### config.mk
export PLATFORM = sky130hd
export DESIGN_NAME = prog_ram_loader
export DESIGN_NICKNAME = d
export VERILOG_FILES = /design/src/rtl/prog_ram_loader.sv
export SDC_FILE = /design/constraint.sdc
export NUM_CORES = 1
export LEC_CHECK = 0
export CORE_AREA = 2 2 130 132
export DETAILED_ROUTE_END_ITERATION = 8
export DIE_AREA = 0 0 132 134
export DONT_BUFFER_PORTS = 1
export PLACE_DENSITY = 0.54
export SYNTH_ARGS = -nofsm -noshare
export SYNTH_HDL_FRONTEND = slang
export SYNTH_SLANG_ARGS = --single-unit
### constraint.sdc
create_clock -name CLK -period 2.8 [get_ports CLK]
set_clock_uncertainty 0.05 [all_clocks]
set_input_delay 0.28 -clock CLK [delete_from_list [all_inputs] [get_ports CLK]]
set_output_delay 0.28 -clock CLK [all_outputs]
set_load 0.03 [all_outputs]
### src/rtl/prog_ram_loader.sv
// prog_ram_loader
//   Program RAM (2**ADDR_WIDTH x DATA_WIDTH) with a stream loader. After START,
//   the loader writes DEPTH bytes taken over a valid/ready handshake to
//   addresses 0..DEPTH-1. It then takes one checksum byte. The data sum plus
//   the checksum must be 0 mod 2**DATA_WIDTH. The CPU read port is
//   combinational and always live.
//
// Ports
//   CLK        system clock, rising edge
//   CLR_N      asynchronous active-low reset (memory contents are kept)
//   START      begin a load, sampled in IDLE only
//   DIN        stream byte
//   DIN_VALID  DIN holds a valid byte
//   DIN_READY  loader accepts DIN this cycle (decoded from state)
//   ADDR       CPU read address
//   Q          mem[ADDR], combinational
//   CPU_HOLD   high while a load is in progress
//   DONE       sticky, set when the last load finished
//   ERR        sticky, set when the last load had a checksum mismatch
//
// state   | meaning
// S_IDLE  | waiting for START; CPU runs
// S_LOAD  | accepting data bytes into mem[wptr]
// S_CHECK | accepting the trailing checksum byte

module prog_ram_loader #(
  parameter int DATA_WIDTH = 8,
  parameter int ADDR_WIDTH = 4
) (
  input  logic                  CLK,
  input  logic                  CLR_N,
  input  logic                  START,
  input  logic [DATA_WIDTH-1:0] DIN,
  input  logic                  DIN_VALID,
  output logic                  DIN_READY,
  input  logic [ADDR_WIDTH-1:0] ADDR,
  output logic [DATA_WIDTH-1:0] Q,
  output logic                  CPU_HOLD,
  output logic                  DONE,
  output logic                  ERR
);

  localparam int DEPTH = 1 << ADDR_WIDTH;

  typedef enum logic [1:0] {
    S_IDLE  = 2'd0,
    S_LOAD  = 2'd1,
    S_CHECK = 2'd2
  } state_t;

  state_t                state, state_nxt;
  logic [ADDR_WIDTH-1:0] wptr;
  logic [DATA_WIDTH-1:0] sum;
  logic [DATA_WIDTH-1:0] sum_next;
  logic                  done_r;
  logic                  err_r;
  logic                  xfer;
  logic [DATA_WIDTH-1:0] mem [DEPTH];

  assign xfer     = DIN_VALID & DIN_READY;
  assign sum_next = sum + DIN;

  always_comb begin
    state_nxt = state;
    DIN_READY = 1'b0;
    CPU_HOLD  = 1'b0;
    case (state)
      S_IDLE: begin
        if (START) state_nxt = S_LOAD;
      end
      S_LOAD: begin
        DIN_READY = 1'b1;
        CPU_HOLD  = 1'b1;
        // last data address reached: wptr wraps to 0 on this transfer
        if (xfer && (&wptr)) state_nxt = S_CHECK;
      end
      S_CHECK: begin
        DIN_READY = 1'b1;
        CPU_HOLD  = 1'b1;
        if (xfer) state_nxt = S_IDLE;
      end
      default: state_nxt = S_IDLE;
    endcase
  end

  always_ff @(posedge CLK or negedge CLR_N) begin
    if (!CLR_N) begin
      state  <= S_IDLE;
      wptr   <= '0;
      sum    <= '0;
      done_r <= 1'b0;
      err_r  <= 1'b0;
    end else begin
      state <= state_nxt;
      case (state)
        S_IDLE: begin
          if (START) begin
            wptr   <= '0;
            sum    <= '0;
            done_r <= 1'b0;
            err_r  <= 1'b0;
          end
        end
        S_LOAD: begin
          if (xfer) begin
            wptr <= wptr + 1'b1;
            sum  <= sum_next;
          end
        end
        S_CHECK: begin
          if (xfer) begin
            err_r  <= (sum_next != '0);
            done_r <= 1'b1;
          end
        end
        default: ;
      endcase
    end
  end

  // No reset on the array: program contents survive CLR_N.
  always_ff @(posedge CLK) begin
    if (state == S_LOAD && xfer) mem[wptr] <= DIN;
  end

  assign Q    = mem[ADDR];
  assign DONE = done_r;
  assign ERR  = err_r;

endmodule

# After elaboration in Yosys (flattened, before gate mapping)
# Memory sizes are Yosys's and may differ from the RTL's.
# Index checks and enable logic that the tools add are counted.
# word_totals
input_bits	16
rom_bits	0
word_cells	44
mem_bits_rw	128
output_inout_bits	12
latch_bits	0
regBits	16
memories	1
# memory_table
memory	depth	word_bits	rd	rd_clocked_by_memory_dff	write_ports	line_no	text
mem	16	8	1	0	1	58	logic [DATA_WIDTH-1:0] mem [DEPTH];
# classes
reduce_logical	11
addsub	2
eq_ne	6
n_div	0
bitwise_logic	1
n_lt_le_gt_ge	0
mul	0
n_mux	18
shift	0
# ops
cell	n
8-bit 2-to-1 mux	2
8-bit one-hot mux with 2 select lines	1
3-bit AND reduction	3
8-bit adder	1
4-bit 2-to-1 mux	2
2-bit inequality test, second input constant	4
4-bit one-hot mux with 2 select lines	1
8-bit nonzero test	1
1-bit 2-to-1 mux	6
2-bit 2-to-1 mux	3
2-bit one-hot mux with 3 select lines	1
4-bit by 1-bit adder with 4-bit output, second input constant	1
1-bit one-hot mux with 2 select lines	2
4-bit AND reduction	1
2-bit nonzero test	2
2-bit by 1-bit == test with 1-bit output, second input constant	1
2-bit == test, second input constant	1
1-bit logical AND	2
2-bit zero test	1
2-bit OR reduction	1
1-bit AND	1

# Longest topological paths before layout
# Gate-level depths: netlist (run 1).
# depth
depth_word	7
mapped_depth	7
depth_no_buf	7

# Worst setup path before layout (run 1)
# Ideal clock, no wire load.
# synth_path
path_type	flip-flop to flip-flop
startpoint	register sum[0]
endpoint	register err_r, in the netlist ERR
setup_slack_ps	370
setup_ps	124
t_required_ps	2626
path_stages_with_launch	7
n_path_buf	0
synth_period_minus_slack_ps	2430
t_arrival_ps	2256
cell_sequence	dfrtp_1 -> ha_1 -> fa_1 -> xor2_1 -> or4b_1 -> or4_1 -> o31a_1
# synth_between
elab_chain_cells	4
# synth_rtl
item	line_no	text
from (decl)	53	logic [DATA_WIDTH-1:0] sum;
from (signal assigned)	107	sum <= sum_next;
8-bit adder	61	assign sum_next = sum + DIN;
8-bit nonzero test	112	err_r <= (sum_next != '0);
1-bit 2-to-1 mux	111	if (xfer) begin
1-bit one-hot mux with 2 select lines	95	case (state)
to (signal assigned)	112	
to (decl)	56	logic err_r;
# Every way passes these cells. The select of a mux whose other input is x is not followed.
# A chain may end at the register's enable or synchronous reset.

# Worst setup path in the final report (run 1)
# Same ends and word-level chain as after synthesis.

==> out/summary.txt, run 1 <==
post-synth top area cell: edfxtp_1
most common cell after layout, fill and taps aside: edfxtp_1
area grow syn2layout: 16.8%
Layout Cells excl Fill: 582
CP max FO: 3
initial antenna violation count: 1
Hold EP: DONE$_DFFE_PN0P_
Logic pwr share: 16.7%
sequential area share after synthesis: 70.0%
initial core utilization: 37.2%
RSZ-0062 raised after global routing: false
clk sink count: 144
Pre-antenna DRT Iters: 4
HP Start: DIN_VALID
R2R setup slack: 0.25 ns
Max Cap Violations: 0
Fmax: 393 MHz
Met2 Wirelength: 6320 um
top cell type's share of synthesized area: 63.4%
FILL cells: 1435
I/O pins: 28
Root Buffer: clkbuf_16
Period minus WS final: 2.55 ns
number of global-route vias before repair: 3202
WL per Instance: 22.7 um
total congestion overflow: 0
row count: 47
pwr dens: 820 nW/um2
Final Cell Area: 7090 um2
first-pass GRT wire length: 20100 um
Num CTS Buffers: 17
Seq pwr share: 44.3%
largest net degree at the start of global routing: 33
Post-Syn Area per Cell: 18.9 um2
Crit Path Class: reg -> reg
DR vias/cell: 5.35
synth top area cells: edfxtp_1 (63%), mux4_2 (15%), dfrtp_1 (6.6%), ha_1 (3.1%), a22o_1 (1.4%)
CTS tree: built
most frequent cells in the layout: edfxtp_1 (128), mux4_2 (40), clkbuf_16 (17), buf_4 (17)
Critical Path Start: sum[0]$_DFFE_PN0P_
Power Total: 5.81 mW
Worst EP arrival: 2.79 ns
gr usage total: 16.0%
Horiz. Die Dim: 132 um
core area: 16300 um2
Slew Viols, Final: 0
flops & latches, synth: 144
antenna diode count: 0
count of different cell masters after synthesis: 42
Worst-path clk slew: 0.06 ns
Area after DPL: 6400 um2
Detail Route Antenna Nets: 0
Psw: 1.53 mW
Yosys warning total: 0
top_reg_cell synth: edfxtp_1
status: completed
DR vias: 3116
Top Metal Used: met4
H-tree levels: 4
CP Data Required Time: 3.05 ns
Max transition margin: 47.9%
CTS max path bufs: 2
Final setup viols: 0
Synth Instances: 321
crit end category: register
worst r2r src: sum[0]$_DFFE_PN0P_
worst skew pair latency: 0.41 ns
metal3 WL: 654 um
drt total wl: 13200 um
Switching Share: 26.3%
share of layout cells above drive strength 1: 25.4%
setup TNS: 0 ns
Hold Violations, Final: 0
crit share post-route: 90.9%
Worst Hold Class: in -> reg
internal power: 4.29 mW
Post-synth EDFFs: 128
# nets final: 382
Mapped Area: 6070 um2
Post-route DRC: 0
Die ar.: 17700 um2
hpwl dp: 7960 um
Clock Power Share: 39.0%
Met1 Routed Length: 5830 um
Synth async-reset ratio: 11.1%
Worst IR Drop VDD: 0.441 mV
Syn Nets: 353
post-placement cell count: 542
I/O Buffers: 0
WHS Path Cells: 2
path depth of the worst reg2reg path: 6
height of the die: 134 um
R2R Path End: ERR$_DFFE_PN0P_
type of origin of the critical path: register
Starting DRT DRC Count: 330
Placer Congestion: 0.756
Worst-Margin Slew: 0.778 ns
Pleak: 2.40 nW
==> routing by layer <==
metal,global-route usage [%],vias up
met2,25.2,86
met1,21.1,1629
li1,-,1375
met5,0,-
met4,6.94,0
met3,4.01,26
==> cells by family after synthesis <==
group	count (synthesis)	share of synthesized area, %
flops	144	70.0
simple gates	52	4.45
compound gates	41	4.85
mux	41	15.0
buf+inv	23	1.71
fa+ha+maj	16	3.42
xor+xnor	4	0.578
==> repair_timing <==
item | CTS | global route
resized for setup | 0 | 0
endpoints found under the setup margin | 0 | 0
hold endpoints to repair | 144 | 0
hold buffers | 9 | 0
setup buffers | 0 | 0
==> sequential cells by signal, summed over array words and instances (netlist names) <==
signal and cells:
DONE 1, ERR 1, mem 128, state 2, sum 8, wptr 4
==> cells in the mapped netlist, types with 3 or more instances <==
cell and n:
a211oi_1 3, nand2b_1 3, nor3b_1 3, buf_1 5, clkbuf_1 5, a22o_1 10, nand2_1 9, ha_1 15
a21o_1 6, a31oi_1 3, buf_4 4, mux4_2 40, edfxtp_1 128, inv_1 7, a21oi_1 5, dfrtp_1 16
o21ai_0 7, nor3_1 6, nor2_1 16
==> worst max-delay path by stage <==
stage / endpoint / slack (ns) / cells past startpoint
2_1_floorplan: ERR$_DFFE_PN0P_ / 0.37 / 6
3_3_place_gp: ERR$_DFFE_PN0P_ / 0.27 / 6
3_5_place_dp: ERR$_DFFE_PN0P_ / 0.27 / 6
4_1_cts: ERR$_DFFE_PN0P_ / 0.26 / 6
5_1_grt: ERR$_DFFE_PN0P_ / 0.17 / 6
6_report: ERR$_DFFE_PN0P_ / 0.25 / 6
==> worst max-delay path: stages (launching register included) <==
cell     delay (ns)
dfrtp_1        0.38
ha_1           0.22
fa_1           0.43
xor2_1         0.20
or4b_1         0.50
or4_1          0.41
o31a_1         0.25
==> power by group through the flow <==
stage | combinational (mW) | clock [mW] | sequential [mW]
floorplan | 0.762 | 0 | 2.58
global placement | 0.919 | 0 | 2.61
detailed placement | 0.927 | 0 | 2.62
CTS | 0.973 | 2.30 | 2.57
global route | 1.07 | 2.40 | 2.59
finish | 0.973 | 2.27 | 2.57
==> final cells by class <==
class,instances,area (um2),share of cell area [%]
Timing Repair Buffer,26,218,3.07
Clock inverter,13,164,2.31
Clock buffer,18,429,6.05
Tap cell,220,275,3.88
Sequential cell,144,4240,59.9
Multi-Input combinational cell,154,1730,24.4
Inverter,7,26.3,0.371
==> metrics by stage <==
step | hold slack [ns] | util, % | setup WS [ns]
2_1_floorplan | -0.0656 | - | 0.370
3_5_place_dp | -0.0650 | 39.3 | 0.270
3_3_place_gp | -0.0650 | 39.3 | 0.274
4_1_cts | 0.0115 | 43.5 | 0.256
6_report | 0.0299 | 43.5 | 0.254
5_1_grt | 0.0380 | 43.5 | 0.165
Note: power is estimated with default switching activity, not from simulation.
==> run 2, diff against run 1 <==
PLACE_DENSITY = default   (was 0.54)
PLACE_DENSITY_LB_ADDON = 0.1   (was default)
==> run 2 against run 1 <==
Total power is 5.2% lower; non-clock buffer count grew 1; flip-flop and latch count did not move; cell area fell by 1.1%; sequential power about the same; first-iteration DRC count down 33%; sequential share of layout area is 0.65 points higher; global-route usage rose by 0.43 points; core utilization down 0.47 points; clock power shrank 13%; highest routed layer unchanged.
==> out/summary.txt, run 2 (synthesized netlist as in run 1, its figures left out) <==
Final setup viols: 0
Starting DRT DRC Count: 222
I/O Buffers: 0
Slowest-stage cell, CP: or4b_1
Period minus WS final: 2.54 ns
initial core utilization: 37.2%
crit-path max cell delay: 0.50 ns
pwr dens: 785 nW/um2
final hold slack: 0.0350 ns
Hold Violations, Final: 0
sequence of cells on the critical path: ha_1 -> fa_1 -> xor2_1 -> or4b_1 -> or4_1 -> o31a_1
crit share post-route: 90.9%
post-placement cell count: 542
Pleak: 2.38 nW
DR vias/cell: 5.33
Root Buffer: clkbuf_16
CTS max path bufs: 2
initial antenna violation count: 1
Post-route DRC: 0
total congestion overflow: 0
CTS tree: built
Max transition margin: 44.9%
crit end category: register
H-tree levels: 4
hpwl dp: 8400 um
# nets final: 383
Max Cap Violations: 0
status: completed
row count: 47
most common cell after layout, fill and taps aside: edfxtp_1
I/O pins: 28
Num CTS Buffers: 17
Worst EP arrival: 2.79 ns
largest net degree at the start of global routing: 33
drt total wl: 13400 um
area grow syn2layout: 15.6%
Placer Congestion: 0.755
WL per Instance: 23.1 um
Pre-antenna DRT Iters: 4
max FFs per register: 128
RSZ-0062 raised after global routing: false
first-pass GRT wire length: 20400 um
Worst Hold Class: in -> reg
Crit Path Class: reg -> reg
Worst-Margin Slew: 0.824 ns
Top reg by flops: mem
type of origin of the critical path: register
clk sink count: 144
antenna diode count: 0
setup TNS: 0 ns
share of layout cells above drive strength 1: 23.8%
Slew Viols, Final: 0
Layout Cells excl Fill: 581
Post-CTS Setup Bufs: 0
Fmax: 393 MHz
DR vias: 3095
CP Data Required Time: 3.05 ns
Horiz. Die Dim: 132 um
worst skew pair latency: 0.41 ns
Die ar.: 17700 um2
height of the die: 134 um
CP max FO: 3
Worst IR Drop VDD: 0.491 mV
number of global-route vias before repair: 3206
Largest regs: mem: 128 flops, sum: 8 flops, wptr: 4 flops
Detail Route Antenna Nets: 0
most frequent cells in the layout: edfxtp_1 (128), mux4_2 (40), clkbuf_16 (17), buf_4 (17)
gr usage total: 16.4%
Worst-path clk slew: 0.05 ns
core area: 16300 um2
## run 2: area by class of cell
type                            count  area, um2
Inverter                            7       26.3
Clock buffer                       19        433
Fill cell                        1466       9280
Sequential cell                   144       4240
Tap cell                          220        275
Timing Repair Buffer               27        228
Multi-Input combinational cell    154       1730
Clock inverter                     10       73.8
## run 2: report_power, final
group / switching, mW / leakage (nW) / internal [mW] / total, mW
Clock: 0.788 / 0.252 / 1.18 / 1.97
Sequential: 0.0825 / 1.37 / 2.49 / 2.57
Combinational: 0.562 / 0.760 / 0.400 / 0.961
## run 2: final timing paths
| check | startpoint | endpoint | slack (ns) | depth (start not counted) |
|---|---|---|---|---|
| worst min register to register | sum[0]$_DFFE_PN0P_ | sum[0]$_DFFE_PN0P_ | 0.46 | 1 |
| min in group asynchronous | CLR_N | sum[0]$_DFFE_PN0P_ | 0.36 | 1 |
| worst max-delay path | sum[0]$_DFFE_PN0P_ | ERR$_DFFE_PN0P_ | 0.26 | 6 |
| max in group asynchronous | CLR_N | wptr[1]$_DFFE_PN0P_ | 1.83 | 1 |
| worst min-delay path | START | DONE$_DFFE_PN0P_ | 0.03 | 3 |
| worst max register to register | sum[0]$_DFFE_PN0P_ | ERR$_DFFE_PN0P_ | 0.26 | 6 |
## run 2: worst max-delay path, delay by kind of cell, from the launching register on
kind / cells / cell delay [ns]
AND/OR/NAND/NOR: 2 / 0.90
AO/OA/AOI/OAI: 1 / 0.24
XOR/XNOR: 1 / 0.20
adder cells (fa/ha/maj): 2 / 0.67
flip-flops: 1 / 0.38
## run 2: timing repair
action | CTS | global route
resized for setup | 0 | 0
hold endpoints to repair | 145 | 0
hold buffers | 10 | 0
## run 2: metal layers
metal / up-vias / wire, um / GRT usage, %
met4: 0 / 172 / 5.98
met5: - / 0 / 0
met3: 14 / 605 / 4.16
li1: 1378 / - / -
met2: 69 / 6620 / 26.2
met1: 1634 / 6030 / 21.8
## run 2: through the flow
step	total power [mW]	util, %	setup slack, ns	cell area, um2
6_report	5.51	43.0	0.256	7010
5_1_grt	5.79	43.0	0.170	7010
4_1_cts	5.57	43.0	0.258	7010
3_5_place_dp	3.54	39.3	0.274	6400
3_3_place_gp	3.53	39.3	0.297	6400
2_1_floorplan	3.34	-	0.370	6070
==> patch 1 (config.mk and constraints of run 1) <==
Set the parameter `DATA_WIDTH` to 6 (it was 8).
--- a/src/rtl/prog_ram_loader.sv
+++ b/src/rtl/prog_ram_loader.sv
@@ -24,7 +24,7 @@
 // S_CHECK | accepting the trailing checksum byte
 
 module prog_ram_loader #(
-  parameter int DATA_WIDTH = 8,
+  parameter int DATA_WIDTH = 6,
   parameter int ADDR_WIDTH = 4
 ) (
   input  logic                  CLK,
Interface: changed (resized DIN and Q); port bits go from 28 to 24. The function was not compared with the original's and may differ.
==> patch 1 against run 1 <==
Via count fell by 24%. Cell area fell by 24%. Highest routed layer unchanged. Area after synthesis fell by 21%. Sequential cell count fell by 34. Sequential share of layout area rose by 0.38 points. Worst setup slack improved by 300 ps. Critical path type is now reg2out. First-iteration DRC count fell by 26%. Routed wire length fell by 27%. Non-clock buffer count fell by 13. Total power fell by 34%.
==> patch 1: results (changes against run 1) <==
stage;metric;value;unit;change
power_and_ir_drop;worst vdd ir;307;µV;was 441 µV
synthesis;Syn Nets;296;;was 353
layout;storage element area;3230;µm²;was 4240 µm²
critical_path;Crit Path Max Fanout;1;;was 3
layout;largest registers;mem x96, sum x6, wptr x4;;was mem x128, sum x8, wptr x4
synthesis;flops & latches, synth;110;;was 144
synthesis;top cells by area, synth;edfxtp_1 (60%), mux4_1 (9.3%), dfrtp_1 (7.3%);;was edfxtp_1 (63%), mux4_2 (15%), dfrtp_1 (6.6%)
layout;area of the multi-input gates;1450;µm²;was 1730 µm²
layout;final net count;306;;was 382
power_and_ir_drop;pwr dens;717;nW/µm²;was 820 nW/µm²
layout;buffer share of cell area;2.15;%;was 3.07%
layout;number of multi-input logic gates;136;;was 154
detailed_routing;drt initial violations;245;;was 330
detailed_routing;drt first pass iters;5;;was 4
detailed_routing;post-DR wirelength/cell;19.2;µm;was 22.7 µm
layout;Clock buf/inv share;4.97;%;was 8.37%
place;RePlAce Congestion;0.749;;was 0.756
synthesis;sequential area share after synthesis;67.3;%;was 70.0%
global_route;pin count of the biggest net entering global routing;25;;was 33
critical_path;reg-to-reg critical path startpoint;state[1]$_DFFE_PN0P_;;was sum[0]$_DFFE_PN0P_
detailed_routing;via count;2377;;was 3,116
synthesis;XOR/XNOR share of the synthesized area;0.911;%;was 0.577%
layout;Layout fillers;1586;;was 1,435
timing;Max-slew headroom;52.3;%;was 47.9%
global_route;first-pass GRT wire length;15100;µm;was 20,100 µm
layout;fraction of layout cells with a size suffix above 1;11.3;%;was 25.4%
clocking;worst-skew pair later-pin latency;340;ps;was 410 ps
clocking;# hold bufs at CTS;7;;was 9
layout;Non-CTS buffers;13;;was 26
synthesis;Post-synth EDFFs;96;;was 128
critical_path;Critical path origin;mem[9][2]$_DFFE_PP_;;was sum[0]$_DFFE_PN0P_
layout;Clock Buffer Count;11;;was 18
synthesis;Distinct cells, synth;37;;was 42
global_route;vias in the first global route;2541;;was 3,202
synthesis;asr flop ratio synth;12.7;%;was 11.1%
layout;Inverters, non-clock;8;;was 7
place;DP HPWL;6420;µm;was 7960 µm
global_route;gr usage total;11.6;%;was 16.0%
synthesis;post-synthesis mux area share;15.4;%;was 15.0%
outcome;status;complete, no violations;;unchanged
critical_path;Crit path arrival time;1910;ps;was 2790 ps
clocking;H-Tree Depth;3;;was 4
==> patch 1: per-layer routing <==
layer  vias up  wire (µm)  part of all wire (%)  global-route usage (%)
met2        66       4490                    47                    18.0
met1      1208       4410                    46                    16.0
met4         0        104                   1.1                    3.44
met3         9        642                   6.7                    3.29
li1       1094          -                     -                       -
met5         -          0                     0                       0
==> patch 1: final timing paths <==
| check | slack [ps] | to | cells after the start |
|---|---|---|---|
| min | 80 | DONE$_DFFE_PN0P_ | 2 |
| max | 560 | Q[2] | 2 |
| max in group asynchronous | 1920 | wptr[0]$_DFFE_PN0P_ | 1 |
| max reg2reg | 700 | mem[15][3]$_DFFE_PP_ | 4 |
| min reg2reg | 480 | sum[4]$_DFFE_PN0P_ | 2 |
| min in group asynchronous | 350 | DONE$_DFFE_PN0P_ | 1 |
==> patch 1: power breakdown <==
part / internal [mW] / switching (mW) / leakage [nW]
Sequential: 1.90 / 0.0766 / 1.05
Combinational: 0.290 / 0.429 / 0.624
Clock: 0.604 / 0.554 / 0.128
Total: 2.79 / 1.06 / 1.80
==> patch 1: per-stage QoR <==
step / worst slack (ps) / area (µm²) / instances / util, % / hold slack [ps]
6_report: 559 / 5370 / 503 / 32.9 / 79.7
3_5_place_dp: 697 / 5030 / 480 / 30.9 / -64.9
3_3_place_gp: 774 / 5030 / 480 / 30.9 / -64.7
4_1_cts: 525 / 5370 / 503 / 32.9 / 70.0
5_1_grt: 504 / 5370 / 503 / 32.9 / 91.4
2_1_floorplan: 659 / 4800 / 268 / - / -65.6
==> patch 1: critical path: stages (launching register included) <==
cell and delay, ps:
edfxtp_1 370, mux4_1 590, mux4_2 610
